--- config.mk ---
export PLATFORM = sky130hd
export DESIGN_NAME = counter_ssd_scan
export DESIGN_NICKNAME = d
export VERILOG_FILES = /design/src/rtl/counter_ssd_scan.sv
export SDC_FILE = /design/constraint.sdc
export NUM_CORES = 1
export LEC_CHECK = 0
export BUFFER_PORTS_ARGS = -buffer_cell sky130_fd_sc_hd__buf_2
export CORE_ASPECT_RATIO = 1.2
export CORE_MARGIN = 1.5
export CORE_UTILIZATION = 58
export CTS_BUF_LIST = sky130_fd_sc_hd__clkbuf_4
export DETAILED_ROUTE_END_ITERATION = 6
export PLACE_DENSITY = 0.81
export SLEW_MARGIN = 20
export SYNTH_ARGS = -nofsm -noshare
export SYNTH_HDL_FRONTEND = slang
export SYNTH_SLANG_ARGS = --single-unit
--- constraint.sdc ---
create_clock -name clock -period 3.96 [get_ports clock]
set_input_delay 0.198 -clock clock [delete_from_list [all_inputs] [get_ports clock]]
set_output_delay 0.198 -clock clock [all_outputs]
set_load 0.1 [all_outputs]
--- src/rtl/counter_ssd_scan.sv ---
// counter_ssd_scan
//   N-digit up/down counter with synchronous load, count enable and a
//   one-cycle wrap flag, plus a multiplexed active-low 7-segment display scan.
//
//   Build option: define COUNTER_SSD_BCD_EN for BCD counting (each digit
//   0..9, ripple carry/borrow, load nibbles saturated to 9). Left undefined,
//   the counter is plain binary modulo 2^(4*DIGITS).
//
// Parameters
//   DIGITS       number of 4-bit digits counted and displayed (1..8)
//   REFRESH_DIV  clocks each digit stays lit before the scan advances (>=1)
//
// Ports
//   clock      in   system clock, all state on posedge
//   reset      in   asynchronous active-high reset
//   en         in   count enable, one step per clock while high
//   u_or_down  in   1 = count up, 0 = count down
//   load       in   synchronous load of load_val (overrides en)
//   load_val   in   load value, nibble i = digit i
//   Q          out  current count (registered)
//   wrap       out  one-cycle pulse together with a wrapped Q
//   C          out  segments {g,f,e,d,c,b,a}, active-low (registered)
//   AN         out  digit anodes, active-low one-hot (registered)

module counter_ssd_scan #(
  parameter int DIGITS      = 4,
  parameter int REFRESH_DIV = 100000
) (
  input  logic                  clock,
  input  logic                  reset,
  input  logic                  en,
  input  logic                  u_or_down,
  input  logic                  load,
  input  logic [4*DIGITS-1:0]   load_val,
  output logic [4*DIGITS-1:0]   Q,
  output logic                  wrap,
  output logic [6:0]            C,
  output logic [DIGITS-1:0]     AN
);

  localparam int W  = 4 * DIGITS;
  localparam int RW = (REFRESH_DIV > 1) ? $clog2(REFRESH_DIV) : 1;
  localparam int DW = (DIGITS > 1) ? $clog2(DIGITS) : 1;

  localparam logic [RW-1:0] REFRESH_TC = RW'(REFRESH_DIV - 1);
  localparam logic [DW-1:0] LAST_DIGIT = DW'(DIGITS - 1);

  // ---------------------------------------------------------------------------
  // Helper functions
  // ---------------------------------------------------------------------------

  // Segment pattern for one hex nibble, {g,f,e,d,c,b,a}, active-low.
  function automatic logic [6:0] seg_decode(input logic [3:0] n);
    logic [6:0] s;
    case (n)
      4'h0:    s = 7'b1000000;
      4'h1:    s = 7'b1111001;
      4'h2:    s = 7'b0100100;
      4'h3:    s = 7'b0110000;
      4'h4:    s = 7'b0011001;
      4'h5:    s = 7'b0010010;
      4'h6:    s = 7'b0000010;
      4'h7:    s = 7'b1111000;
      4'h8:    s = 7'b0000000;
      4'h9:    s = 7'b0010000;
      4'hA:    s = 7'b0001000;
      4'hB:    s = 7'b0000011;
      4'hC:    s = 7'b1000110;
      4'hD:    s = 7'b0100001;
      4'hE:    s = 7'b0000110;
      default: s = 7'b0001110;
    endcase
    return s;
  endfunction

  // Nibble i of v. A compare-and-select loop keeps index widths explicit.
  function automatic logic [3:0] nibble_at(input logic [W-1:0] v,
                                           input logic [DW-1:0] i);
    logic [3:0] r;
    r = 4'h0;
    for (int k = 0; k < DIGITS; k++) begin
      if (i == DW'(k)) r = v[4*k +: 4];
    end
    return r;
  endfunction

  // Active-low one-hot anode pattern for digit i.
  function automatic logic [DIGITS-1:0] anode_for(input logic [DW-1:0] i);
    logic [DIGITS-1:0] a;
    for (int k = 0; k < DIGITS; k++) begin
      a[k] = (i != DW'(k));
    end
    return a;
  endfunction

`ifdef COUNTER_SSD_BCD_EN
  // One BCD step across all digits; bit W is the carry/borrow out of the top
  // digit, which is exactly the wrap condition (all nines up, all zeros down).
  function automatic logic [W:0] count_step(input logic [W-1:0] v,
                                            input logic up);
    logic [W-1:0] r;
    logic [3:0]   d;
    logic         c;
    r = v;
    c = 1'b1;
    for (int k = 0; k < DIGITS; k++) begin
      d = v[4*k +: 4];
      if (c) begin
        if (up) begin
          if (d >= 4'd9) begin
            r[4*k +: 4] = 4'd0;
            c = 1'b1;
          end else begin
            r[4*k +: 4] = d + 4'd1;
            c = 1'b0;
          end
        end else begin
          if (d == 4'd0) begin
            r[4*k +: 4] = 4'd9;
            c = 1'b1;
          end else begin
            r[4*k +: 4] = d - 4'd1;
            c = 1'b0;
          end
        end
      end
    end
    return {c, r};
  endfunction

  // Load values outside 0..9 are clamped per digit so Q is always valid BCD.
  function automatic logic [W-1:0] load_format(input logic [W-1:0] v);
    logic [W-1:0] r;
    for (int k = 0; k < DIGITS; k++) begin
      r[4*k +: 4] = (v[4*k +: 4] > 4'd9) ? 4'd9 : v[4*k +: 4];
    end
    return r;
  endfunction
`else
  // Binary step with one extra bit: up carries out of all-ones, down borrows
  // out of zero, so bit W is the wrap condition in both directions.
  function automatic logic [W:0] count_step(input logic [W-1:0] v,
                                            input logic up);
    logic [W:0] r;
    if (up) r = {1'b0, v} + (W+1)'(1);
    else    r = {1'b0, v} - (W+1)'(1);
    return r;
  endfunction

  function automatic logic [W-1:0] load_format(input logic [W-1:0] v);
    return v;
  endfunction
`endif

  // ---------------------------------------------------------------------------
  // Counter and scan state
  // ---------------------------------------------------------------------------
  logic [RW-1:0] refresh_cnt;
  logic [DW-1:0] digit_sel;

  logic [W:0]    step_res;
  logic [W-1:0]  load_fmt;
  logic          refresh_tc;
  logic [DW-1:0] digit_sel_nxt;

  always_comb begin
    step_res      = count_step(Q, u_or_down);
    load_fmt      = load_format(load_val);
    refresh_tc    = (refresh_cnt == REFRESH_TC);
    digit_sel_nxt = digit_sel;
    if (refresh_tc) begin
      digit_sel_nxt = (digit_sel == LAST_DIGIT) ? '0 : digit_sel + DW'(1);
    end
  end

  // C is decoded from the Q value present before this edge, so the display
  // trails a count change by one cycle; C and AN are both registered so they
  // switch on the same edge.
  always_ff @(posedge clock or posedge reset) begin
    if (reset) begin
      Q           <= '0;
      wrap        <= 1'b0;
      refresh_cnt <= '0;
      digit_sel   <= '0;
      AN          <= anode_for('0);
      C           <= 7'b1000000;
    end else begin
      if (load) begin
        Q    <= load_fmt;
        wrap <= 1'b0;
      end else if (en) begin
        Q    <= step_res[W-1:0];
        wrap <= step_res[W];
      end else begin
        wrap <= 1'b0;
      end

      refresh_cnt <= refresh_tc ? '0 : refresh_cnt + RW'(1);
      digit_sel   <= digit_sel_nxt;
      AN          <= anode_for(digit_sel_nxt);
      C           <= seg_decode(nibble_at(Q, digit_sel_nxt));
    end
  end

endmodule
### Word-level counts from Yosys, hierarchy flattened

Memories as Yosys holds them, arrays and structs flattened. A register that Yosys moved wholly into a read port is not among the register bits.
Cells that the tools add are included.
Widths: inputs -> output; s select.

* output and inout port bits: 28
* memories: 1
* bits of input ports: 21
* logic and storage cells: 33
* bits in read-only memories: 112
* register bits: 40

* add/sub/neg operators: 4
* equality and inequality tests: 8
* reduce and logical (&&, ||, !) cells: 3
* multiplexer cells: 12

Memories
* (no name shown): depth 16, bits a word 7, rd ports 1, clocked after Yosys merged registers in 1, write ports 0, RTL line 55 `case (n)`

Operators with widths (number)
* $mux 17: 2
* $mux 16: 2
* $add 16x1->17 const B: 1
* $add 17x1->17 const B: 1
* $eq 17x17->1 const B: 1
* $sub 16x1->17 const B: 1
* $mux 4: 4
* $eq 2x2->1 const B: 3
* $mux 2: 2
* $ne 2x2->1 const B: 2
* $reduce_bool 2->1: 2
* $add 2x1->2 const B: 1
* $eq 2x1->1 const B: 1
* $logic_not 2->1: 1
* $mux 1: 2
* $ne 2x1->1 const B: 1

### Longest topological paths before layout

Gate-level depths: netlist of the first run.

* depth after elaboration: 8
* mapped depth: 12
* mapped depth without buffers: 11

### Least setup slack after synthesis of the first run

No wires, ideal clock.

* path type: register -> register
* from: reg refresh_cnt[12]
* to: reg C[1]
* clock period less this slack: 2.958 ns
* arrival: 2.839 ns
* slack: 1.002 ns
* stages on the path, launching flop included: 12
* required time: 3.842 ns
* buffers on the path: 1
* library setup time: 0.118 ns
* path through: dfrtp_1 -> or4b_4 -> nor4_4 -> mux2i_1 -> buf_6 -> mux2i_1 -> mux2i_2 -> inv_1 -> ha_1 -> inv_1 -> nor3_1 -> a21o_1

* longest elaborated chain between the ends: 7
* elaborated cells between the ends (all ways): 10
* those cells by class: 4 x eq/ne; 5 x mux; 1 x reduce/logical

Ends and longest elaborated chain
* start, declared: RTL line 158 `logic [RW-1:0] refresh_cnt;`
* start signal, assigned: RTL line 198 `refresh_cnt <= refresh_tc ? '0 : refresh_cnt + RW'(1);`
* $eq 17x17->1 (*): RTL line 169 `refresh_tc = (refresh_cnt == REFRESH_TC);`
* $mux 2 (*): RTL line 171 `if (refresh_tc) begin`
* $logic_not 2->1: RTL line 82 `if (i == DW'(k)) r = v[4*k +: 4];`
* $mux 4 (3 in series): RTL line 82
* $mux 4 (*): RTL line 82
* end, declared: RTL line 37 `output logic [6:0] C,`

Every way passes the cells marked *; elsewhere a longest branch is shown, timed or not.
A chain may end at the register's enable or synchronous reset.

### Worst setup path after layout of the first run

Ends and elaborated chain as after synthesis.

==> summary.md, run 1 <==
| Metric | Value |
|---|---|
| Wire length of the first global-routing pass | 10900 µm |
| Fmax | just under 300 MHz |
| Syn nets | about 360 |
| Latest clock arrival within the worst-skew pair | between 0.3 and 0.4 ns |
| Leak pwr | 0.00176 µW |
| Synthesized area divided by synthesized cell count | ~10 µm² |
| Element type at the critical path start | register |
| Layout overhead on the synthesized area | 10.9% |
| HPWL reported at the end of detailed placement | roughly 4500 µm |
| Area of combinational cells with multiple inputs | 1800 µm² |
| Fill cells | around 410 |
| Final weighted congestion in routability-driven placement | just under 0.9 |
| Number of nets in the layout | 403 |
| Residual overflow from global routing | 0 |
| GRT met3 Usage | 0.0255 |
| # clock sinks | 47 |
| Global routing usage summed across all routing layers | 0.230 |
| Post-route minimum period | 3.44 ns |
| Number of DRC markers in iteration 0 | 83 |
| Core footprint | 5040 µm² |
| Clock slew at reported path FFs | 0.15 ns |
| Count of cell types in the netlist | 48 |
| Measured slew at the worst slew-check pin | around 0.79 ns |
| DR WL/cell | approximately 14 µm |
| Number of resized instances in the post-cts repair step | 0 |
| Final count of pins violating max slew | 0 |
| Crit path kind | register to register |
| IO Port Bufs | 48 |
| Count of antenna-violating nets left after detailed routing | 0 |
| Die outline area | between 5000 and 6000 µm² |
| Portion of the post-synthesis area used by sequential elements | 0.381 |
| Synthesized cell area | 3100 µm² |
| Period Utilization, post-route | 0.869 |
| Hold violation total from the final report | 0 |
| # H-tree levels | 2 |
| Worst endpoint required time | about 4.2 ns |
| Total number of placement rows | 28 |
| I/O pins | 49 |
| Maximum fanout along the worst path | 11 |
| Mapped Cells | slightly above 300 |
| Nature of the critical path endpoint | register |
| Outcome | completed |
| Horizontal die dimension | ~70 µm |
| Bufs on Longest Clock Path | 2 |
| Share of cells above drive strength 1 | 0.217 |
| Share of the synthesized area in the top cell type | 0.347 |
| Number of diodes | 0 |
| Number of CTS-inserted buffers | 5 |
| Initial antenna violation count | 0 |
| Number of detailed-routing iterations run before antenna repair | 4 |
| Critical path data arrival time | 3.71 ns |
| Count of final setup violators | 0 |
| Final Routed Wirelength | roughly 6100 µm |
| Area leader, netlist | dfrtp_1 |
| Vias per inst | slightly below 6 |
| Type of the tightest min-delay check | input pin to register |
| Met1 global-route usage | 0.281 |
| Worst hold slack after final layout | ~0.029 ns |
| IR drop worst, VDD | roughly 340 µV |
| Number of global-route vias before repair | 2478 |
| Pin count of the biggest net entering global routing | 48 |
| Most crowded layer after global routing | met2 |
| Worst Skew | 0.0117 ns |
| Clock tree from TritonCTS | yes |
| Total vias in the final route | 2437 |
| Reg area | 1180 µm² |
| Worst slew margin | 0.470 |
| Starting utilization of the core area | 0.615 |
| Cell at the root of the clock tree | clkbuf_4 |
| Unrepaired setup endpoints after global routing | false |
| Met2 demand-to-capacity share in global routing | 0.415 |
| Count of synthesis-stage warnings from yosys | 0 |
| Post-route setup TNS | 0 ns |
| Maximum Capacitance Violations | 0 |
| Cell area power density | 510 nW/µm² |
| Remaining design rule violation count | 0 |
| Flip-flop and latch count after synthesis | 47 |
| Top cells by area in the synthesized netlist | dfrtp_1, ha_1, mux2i_1 |
| Die Ht | 83.1 µm |
power breakdown:
part | switching, µW | internal (µW) | leakage [µW]
logic | 631 | 239 | 0.00112
clock network | 167 | 133 | 0.0000452
registers | 53.2 | 530 | 0.000590
total | 851 | 903 | 0.00176
worst paths after layout:
check                      cells after the start  slack [ns]                       from                       end
max in group asynchronous                      3        3.00                      reset          Q[0]$_DFFE_PP0P_
hold reg to reg                                1        0.50   refresh_cnt[8]$_DFF_PP0_  refresh_cnt[8]$_DFF_PP0_
setup / recovery                              11        0.52  refresh_cnt[12]$_DFF_PP0_            C[1]$_DFF_PP0_
min in group asynchronous                      3        0.48                      reset  refresh_cnt[2]$_DFF_PP0_
setup reg to reg                              11        0.52  refresh_cnt[12]$_DFF_PP0_            C[1]$_DFF_PP0_
hold / removal                                 3        0.03               load_val[12]         Q[12]$_DFFE_PP0P_
synthesized netlist by cell type (all sizes together):
cell type and count:
nand3b 2, buf 4, clkbuf 6, nand4b 2, dfstp 4, nor2b 1, a21oi 21, xor2 11
o21bai 2, o21ai 24, nor3 2, a31o 3, nand2b 1, nand2 30, nand3 12, or2 2
a211oi 3, xnor2 19, a31oi 2, nor3b 4, or3 1, o211a 1, o22ai 2, mux2i 30
o31ai 1, fa 1, nor2 17, inv 12, nor4 2, and3 4, dfrtp 43, nand4 2
mux2 2, o211ai 3, ha 23, and2 1, a21o 8, or4b 3
critical path: stages, from the launching register on:
cell and delay, ns:
dfrtp_1 0.44, or4b_4 0.56, nor4_4 0.66, mux2i_1 0.27
buf_4 0.25, mux2i_1 0.12, mux2i_2 0.29, inv_1 0.16
ha_1 0.29, inv_1 0.07, nor3_1 0.05, a21o_1 0.18
stage by stage:
stage	util	worst slack, ns	power [µW]	instances	cell area, µm²
3_3_place_gp	0.663	0.650	1450	410	3350
4_1_cts	0.680	0.503	1770	418	3430
6_report	0.682	0.518	1750	419	3440
5_1_grt	0.682	0.242	1850	419	3440
3_5_place_dp	0.663	0.541	1460	410	3350
2_1_floorplan	-	1.00	1320	311	3100
cells by family (layout without fill, tap and decap cells):
kind of cell    count (synthesis)  count (layout)  share of synthesized area
buf+inv                        22              70                     0.0391
mux                            32              32                      0.116
fa+ha+maj                      24              24                     0.0993
simple gates                   86              86                      0.145
xor+xnor                       30              30                     0.0847
flops                          47              47                      0.381
compound gates                 70              70                      0.135
registers in the layout (all words and copies together) (netlist names):
register and count:
digit_sel 2, Q 16, wrap 1, C 7, AN 4, refresh_cnt 17
per-layer routing:
metal	part of all wire	routed length, µm	up-vias
li1	-	-	1199
met1	0.44	2670	1184
met2	0.52	3160	46
met3	0.023	138	8
met4	0.016	97	0
met5	0	0	-
area by class of cell:
cell class | count | area share
Clock buffer | 5 | 0.0109
Clock inverter | 3 | 0.0127
Inverter | 12 | 0.0135
Multi-Input combinational cell | 242 | 0.523
Sequential cell | 47 | 0.343
Tap cell | 60 | 0.0218
Timing Repair Buffer | 50 | 0.0749
repair_timing:
action	CTS	global route
setup buffers	0	0
endpoints found under the setup margin	0	0
endpoints found under the hold margin	0	5
hold buffers	0	1
layout by cell type, fill, tap and decap left out, types with 3 or more instances in the layout:
master,netlist,layout
and3_1,4,4
a21o_1,8,8
a31o_2,3,3
nor2_1,17,17
buf_2,0,48
nand2_1,30,30
nand3_1,12,12
mux2i_1,26,26
dfrtp_1,43,43
a211oi_1,3,3
a21oi_1,21,21
xor2_1,11,11
clkbuf_4,0,5
dfstp_2,4,4
ha_1,23,23
xnor2_1,19,19
o21ai_0,22,22
inv_1,10,9
nor3b_1,4,4
No activity file was read; power rests on OpenSTA's default activity.
==> run 2, diff against run 1 <==
--- a/config.mk
+++ b/config.mk
@@ -5,6 +5,7 @@
 export SDC_FILE = /design/constraint.sdc
 export NUM_CORES = 1
 export LEC_CHECK = 0
+export ABC_AREA = 1
 export BUFFER_PORTS_ARGS = -buffer_cell sky130_fd_sc_hd__buf_2
 export CORE_ASPECT_RATIO = 1.2
 export CORE_MARGIN = 1.5
==> run 2 against run 1 <==
Effect of this change:
- the flow now finishes with violations (negative hold slack)
- first-iteration DRC count up 130%
- worst setup slack better by 0.88 ns
- count of clock-buffer cells in the layout did not move
- synthesized cell count up 34%
- combinational power is 15% lower
- sequential share of layout area fell by 1.2 points
- total power down 9.0%
- critical path type unchanged
- critical endpoint is now C[3]$_DFF_PP0_
==> summary.md, run 2 <==
| Metric | Value |
|---|---|
| Outcome | finished, violations left |
| Violations in the final reports | negative hold slack |
| Number of DRC markers in iteration 0 | 190 |
| Die outline area | 5970 µm² |
| Horizontal die dimension | ~71 µm |
| Residual overflow from global routing | 0 |
| Final weighted congestion in routability-driven placement | between 0.9 and 1 |
| Post-route setup TNS | 0 ns |
| Number of resized instances in the post-cts repair step | 0 |
| Mapped Cells | between 400 and 500 |
| Portion of the post-synthesis area used by sequential elements | 0.369 |
| Most frequent cells in the layout | nand2_1, inv_1, buf_2 |
| Die Ht | 84.3 µm |
| Synthesized cell area | around 3200 µm² |
| Layout overhead on the synthesized area | 11.4% |
| Worst hold slack after final layout | -0.0560 ns |
| Count of final setup violators | 0 |
| Synthesized area divided by synthesized cell count | about 7.6 µm² |
| Most frequent standard cell in the layout excluding fill and tap cells | nand2_1 |
| Clock slew at reported path FFs | about 0.14 ns |
| # H-tree levels | 2 |
| Flip-flop and latch count after synthesis | 47 |
| Worst Skew | 0.00592 ns |
| Slowest Stage Delay on Critical Path | between 0.3 and 0.4 ns |
| Number of diodes | 0 |
| Core footprint | 5300 µm² |
| Maximum fanout along the worst path | 12 |
| Latest clock arrival within the worst-skew pair | approximately 0.35 ns |
| Fmax | between 300 and 400 MHz |
| Cells along the critical path | ha_1 > nand3_1 > inv_1 > nand4_1 > nand2_2 > nor2_2 > inv_1 > nor2_1 > nor2_2 > inv_1 > ha_1 > nand2_1 > nand2_1 > nand2_1 > nand2_1 |
| # clock sinks | 47 |
| Count of cell types in the netlist | 37 |
| Most common cell in the synthesized netlist | nand2_1 |
| Setup bufs post-CTS | 0 |
| IO Port Bufs | 48 |
| Max reg flops | 17 |
| Crit path kind | register to register |
| Remaining design rule violation count | 0 |
| Regs by FF count | refresh_cnt: 17 flops, Q: 16 flops, C: 7 flops |
| Cts hold-fix bufs | 0 |
| Cell area after layout | 3560 µm² |
| Area leader, netlist | dfrtp_1 |
| Count of antenna-violating nets left after detailed routing | 0 |
| Top register by number of flip-flops | refresh_cnt |
| Buf+Inv Stages, Crit Path | 3 |
| Number of CTS-inserted buffers | 5 |
| Cell area power density | about 450 nW/µm² |
| Hold violation total from the final report | 43 |
| Initial antenna violation count | 0 |
| Count of synthesis-stage warnings from yosys | 0 |
| Bufs on Longest Clock Path | 2 |
| DR WL/cell | around 13 µm |
| Measured slew at the worst slew-check pin | approximately 1 ns |
| Most common library cells after synthesis | nand2_1, inv_1, dfrtp_1 |
| Instance count on the critical path | 15 |
| Post-place instance area | around 3500 µm² |
| Post-synth top flop | dfrtp_1 |
| HPWL reported at the end of detailed placement | 5300 µm |
| Cell occurring most often along the worst timing path | nand2_1 |
| Starting utilization of the core area | 0.603 |
| Total number of placement rows | 29 |
| Number of detailed-routing iterations run before antenna repair | 4 |
| Syn nets | 463 |
| Unrepaired setup endpoints after global routing | false |
| Worst slew margin | 0.320 |
| Number of nets in the layout | ~510 |
| Clock tree from TritonCTS | yes |
| I/O pins | a little under 50 |
| Type of the tightest min-delay check | input pin to asynchronous set/reset pin |
| Number of global-route vias before repair | 2843 |
| IR drop worst, VDD | between 200 and 300 µV |
| Global routing usage summed across all routing layers | 0.250 |
| Final count of pins violating max slew | 0 |
| R2r worst-path depth | 15 |
| Element type at the critical path start | register |
| Share of cells above drive strength 1 | 0.179 |
| Cell at the root of the clock tree | clkbuf_4 |
| Pin count of the biggest net entering global routing | between 40 and 50 |
| Async set or reset register ratio after synthesis | 1.00 |
| Share of the synthesized area in the top cell type | 0.337 |
| Top cells by area in the synthesized netlist | dfrtp_1, nand2_1, ha_1 |
| Period Utilization, post-route | 0.647 |
| Fill cells | around 480 |
| Maximum Capacitance Violations | 0 |
| Vias per inst | ~5.5 |
| Post-route minimum period | 2.56 ns |
| Worst endpoint required time | around 4.2 ns |
| Total vias in the final route | between 2000 and 3000 |
| Critical path data arrival time | 2.83 ns |
| Nature of the critical path endpoint | register |
| Family with the most delay on the worst path | simple AND/OR/NAND/NOR gates |
| Wire length of the first global-routing pass | between 10000 and 15000 µm |
| Leak pwr | ~0.0019 µW |
| Slowest library cell on the worst path | dfrtp_1 |
| Final Routed Wirelength | ~6900 µm |
| Post-synth EDFFs | 0 |
-- run 2: cell count changes after synthesis, moves of 6 or more --
| cell | delta |
|---|---|
| nand2_1 | +76 |
| inv_1 | +40 |
| mux2i_1 | -26 |
| nand3_1 | +25 |
| nor2_1 | +21 |
| xnor2_1 | -13 |
| a22oi_1 | +7 |
| nand4_1 | +7 |
| a21o_1 | -6 |
| o211ai_1 | +6 |
| xor2_1 | -6 |
-- run 2: per-layer routing --
layer,vias to the layer above,GRT usage,part of all wire
met5,-,0,0
met4,0,0.0995,0.0089
met3,8,0.0312,0.046
met2,84,0.438,0.52
met1,1348,0.309,0.43
li1,1477,-,-
-- run 2: area by class of cell --
type | count | area [µm²] | share of cell area
sequential | 47 | 1180 | 0.332
clock inverter | 3 | 38.8 | 0.0109
tap | 62 | 77.6 | 0.0218
inverter | 54 | 204 | 0.0573
multi-input combinational | 311 | 1780 | 0.500
clock buffer | 5 | 37.5 | 0.0105
timing repair buffer | 48 | 240 | 0.0675
-- run 2: stage by stage --
stage	power [µW]	util	setup slack, ns	instances
floorplan	1180	-	1.48	418
global placement	1310	0.658	1.49	522
detailed placement	1320	0.658	1.43	522
CTS	1600	0.672	1.39	530
global route	1680	0.672	1.11	530
finish	1590	0.672	1.40	530
-- run 2: kinds of logic after synthesis --
family | share of synthesized area
adders and majority gates | 0.0963
DFF | 0.369
buffers and inverters | 0.0732
AOI/OAI and AO/OA | 0.123
xor gates and xnor gates | 0.0301
and+or+nand+nor | 0.308
-- run 2: power breakdown --
group          total [µW]  internal (µW)  switching (µW)  leakage [µW]
registers             570            525            44.5      0.000590
logic                 741            173             569       0.00127
clock network         284            130             153     0.0000426
total                1590            828             767       0.00190
-- run 2: path summary, 6_finish.rpt --
path / startpoint / to / slack (ns)
worst max-delay path: refresh_cnt[0]$_DFF_PP0_ / C[3]$_DFF_PP0_ / 1.40
worst min-delay path: reset / C[4]$_DFF_PP0_ / -0.06
worst max register to register: refresh_cnt[0]$_DFF_PP0_ / C[3]$_DFF_PP0_ / 1.40
worst min register to register: refresh_cnt[0]$_DFF_PP0_ / refresh_cnt[0]$_DFF_PP0_ / 0.47
max in group asynchronous: reset / Q[12]$_DFFE_PP0P_ / 3.54
min in group clock: load_val[6] / Q[6]$_DFFE_PP0P_ / 0.06
-- run 2: worst register-to-register path: stages, from the launching register on --
cell,delay [ns]
dfrtp_1,0.39
ha_1,0.19
nand3_1,0.16
inv_1,0.22
nand4_1,0.16
nand2_2,0.24
nor2_2,0.09
inv_1,0.09
nor2_1,0.06
nor2_2,0.24
inv_1,0.13
ha_1,0.23
nand2_1,0.12
nand2_1,0.07
nand2_1,0.05
nand2_1,0.05
==> run 3, diff against run 2 <==
==> constraint.sdc (replaced) <==
create_clock -name clock -period 2.5 [get_ports clock]
set_input_delay 0.125 -clock clock [delete_from_list [all_inputs] [get_ports clock]]
set_output_delay 0.125 -clock clock [all_outputs]
set_load 0.1 [all_outputs]
==> run 3 against run 2 <==
Effect of this change:
- the flow now finishes without violations
- routed wire length rose by 3.9%
- global-route usage rose by 0.74 points
- final cell count rose by 3.8%
- worst setup slack got worse by 1.2 ns
- clock skew rose by 0.0080 ns
- count of clock-buffer cells in the layout did not move
- non-clock buffer count rose by 20
- die area did not move
- cell area rose by 5.6%
- critical path depth fell by 1
- highest routed layer unchanged
==> summary.md, run 3 (synthesized netlist as in run 2, its figures left out) <==
| Metric | Value |
|---|---|
| Horizontal die dimension | a little over 70 µm |
| # H-tree levels | 2 |
| Layout overhead on the synthesized area | 17.6% |
| Max reg flops | 17 |
| HPWL reported at the end of detailed placement | 5400 µm |
| Worst Hold End | Q[9]$_DFFE_PP0P_ |
| Clock slew at reported path FFs | ~0.14 ns |
| Number of global-route vias before repair | a little under 3000 |
| Starting utilization of the core area | 0.603 |
| Critical path data arrival time | around 2.5 ns |
| Cell at the root of the clock tree | clkbuf_4 |
| IR drop worst, VDD | just over 500 µV |
| R2r worst-path depth | 14 |
| Worst Skew | around 0.014 ns |
| Residual overflow from global routing | 0 |
| Post-route setup TNS | 0 ns |
| Number of detailed-routing iterations run before antenna repair | 4 |
| Overall power after layout | ~2500 µW |
| Core footprint | between 5000 and 6000 µm² |
| Startpoint of the worst register-to-register path | refresh_cnt[5]$_DFF_PP0_ |
| Worst endpoint required time | approximately 2.8 ns |
| Period Utilization, post-route | 0.911 |
| Register-to-Register Setup Slack | roughly 0.22 ns |
| Number of nets in the layout | 532 |
| Type of the tightest min-delay check | input pin to register |
| Bufs on Longest Clock Path | 2 |
| Number of cells traversed by the worst hold path | 3 |
| Total vias in the final route | a little over 3000 |
| Pin count of the biggest net entering global routing | 48 |
| Die Ht | between 80 and 90 µm |
| Post-route minimum period | between 2 and 2.5 ns |
| Cell occurring most often along the worst timing path | nand2_1 |
| Share of cells above drive strength 1 | 0.201 |
| Maximum Capacitance Violations | 0 |
| Die outline area | 5970 µm² |
| Leak pwr | 0.00197 µW |
| Slowest Stage Delay on Critical Path | 0.44 ns |
| Element type at the critical path start | register |
| Outcome | completed |
| Worst slew margin | 0.456 |
| Family with the most delay on the worst path | simple AND/OR/NAND/NOR gates |
| Number of CTS-inserted buffers | 5 |
| Cells along the critical path | or2_4 > nor2_8 > nand4_1 > nand2_4 > nor2_2 > inv_1 > nor2_2 > nor2_4 > inv_1 > ha_1 > nand2_1 > nand2_1 > nand2_1 > nand2_1 |
| Number of diodes | 0 |
| Worst reg2reg path endpoint | C[3]$_DFF_PP0_ |
| Start point of the worst min-delay path | load_val[9] |
| # clock sinks | 47 |
| Final count of pins violating max slew | 0 |
| Most frequent cells in the layout | nand2_1, inv_1, buf_2 |
| Latest clock arrival within the worst-skew pair | 0.36 ns |
| Final Routed Wirelength | around 7000 µm |
| Buf+Inv Stages, Crit Path | 2 |
| Count of final setup violators | 0 |
| Cell area power density | 653 nW/µm² |
| I/O pins | 49 |
| Count of antenna-violating nets left after detailed routing | 0 |
| Fmax | 439 MHz |
| Crit path kind | register to register |
| Wire length of the first global-routing pass | around 12000 µm |
| Initial antenna violation count | 0 |
| Slowest library cell on the worst path | dfrtp_1 |
| Global routing usage summed across all routing layers | 0.257 |
| Clock tree from TritonCTS | yes |
| Nature of the critical path endpoint | register |
| Number of DRC markers in iteration 0 | 207 |
| Vias per inst | about 5.5 |
| DR WL/cell | between 10 and 15 µm |
| Most frequent standard cell in the layout excluding fill and tap cells | nand2_1 |
| Regs by FF count | refresh_cnt: 17 flops, Q: 16 flops, C: 7 flops |
| Worst hold slack after final layout | between 0.02 and 0.03 ns |
| Total number of placement rows | 29 |
| Measured slew at the worst slew-check pin | around 0.82 ns |
| Maximum fanout along the worst path | 12 |
| Remaining design rule violation count | 0 |
| IO Port Bufs | 48 |
| Final weighted congestion in routability-driven placement | approximately 0.99 |
| Top register by number of flip-flops | refresh_cnt |
| Hold violation total from the final report | 0 |
==> run 3: changes by cell type in the layout (fill, tap and decap cells not counted), moves of 2 or more <==
cell,previous run,this run
dlygate4sd3_1,0,12
buf_4,0,8
nor2_1,38,35
nor2_4,1,3
==> run 3: worst max path at each step <==
stage	startpoint	endpoint	slack, ns	cells past startpoint
finish	refresh_cnt[5]$_DFF_PP0_	C[3]$_DFF_PP0_	0.22	14
floorplan	Q[1]$_DFFE_PP0P_	Q[12]$_DFFE_PP0P_	0.02	11
global route	refresh_cnt[0]$_DFF_PP0_	C[3]$_DFF_PP0_	-0.01	15
detailed placement	refresh_cnt[0]$_DFF_PP0_	C[3]$_DFF_PP0_	0.04	13
CTS	refresh_cnt[0]$_DFF_PP0_	C[3]$_DFF_PP0_	0.006	15
global placement	refresh_cnt[0]$_DFF_PP0_	C[3]$_DFF_PP0_	0.16	16
==> run 3: layer usage <==
metal | global-route usage | wire, µm | share of wire | up-vias
met5 | 0 | 0 | 0 | -
met4 | 0.108 | 179 | 0.025 | 0
met3 | 0.0372 | 411 | 0.057 | 20
met2 | 0.443 | 3620 | 0.50 | 111
met1 | 0.321 | 3000 | 0.42 | 1369
li1 | - | - | - | 1519
==> run 3: timing repair <==
action	4_1_cts	5_1_grt
setup buffers	0	2
resized for setup	0	12
hold buffers	11	1
setup endpoints to repair	0	7
endpoints found under the hold margin	11	43
==> run 3: worst register-to-register path, delay by kind of cell (launching register included) <==
family | cells | cell delay (ns)
adders and majority gates | 1 | 0.21
buffers and inverters | 2 | 0.18
and+or+nand+nor | 11 | 1.35
DFF | 1 | 0.44
==> run 3: area by class of cell <==
cell class                 instances  area [µm²]
sequential                        47        1180
tap                               62        77.6
multi-input combinational        311        1820
clock inverter                     3        15.0
inverter                          54         206
fill                             408        1540
clock buffer                       5        37.5
timing repair buffer              68         420
==> run 3: per-stage QoR <==
stage | worst slack [ns] | instance area, µm² | cells | utilization
2_1_floorplan | 0.0224 | 3200 | 418 | -
3_3_place_gp | 0.158 | 3530 | 528 | 0.666
3_5_place_dp | 0.0417 | 3530 | 528 | 0.666
4_1_cts | 0.00571 | 3690 | 547 | 0.697
5_1_grt | -0.0121 | 3760 | 550 | 0.710
6_report | 0.224 | 3760 | 550 | 0.710
==> run 3: where the power goes <==
group / switching, µW / internal (µW)
combinational: 908 / 300
sequential: 73.1 / 832
clock: 239 / 104
total: 1220 / 1240
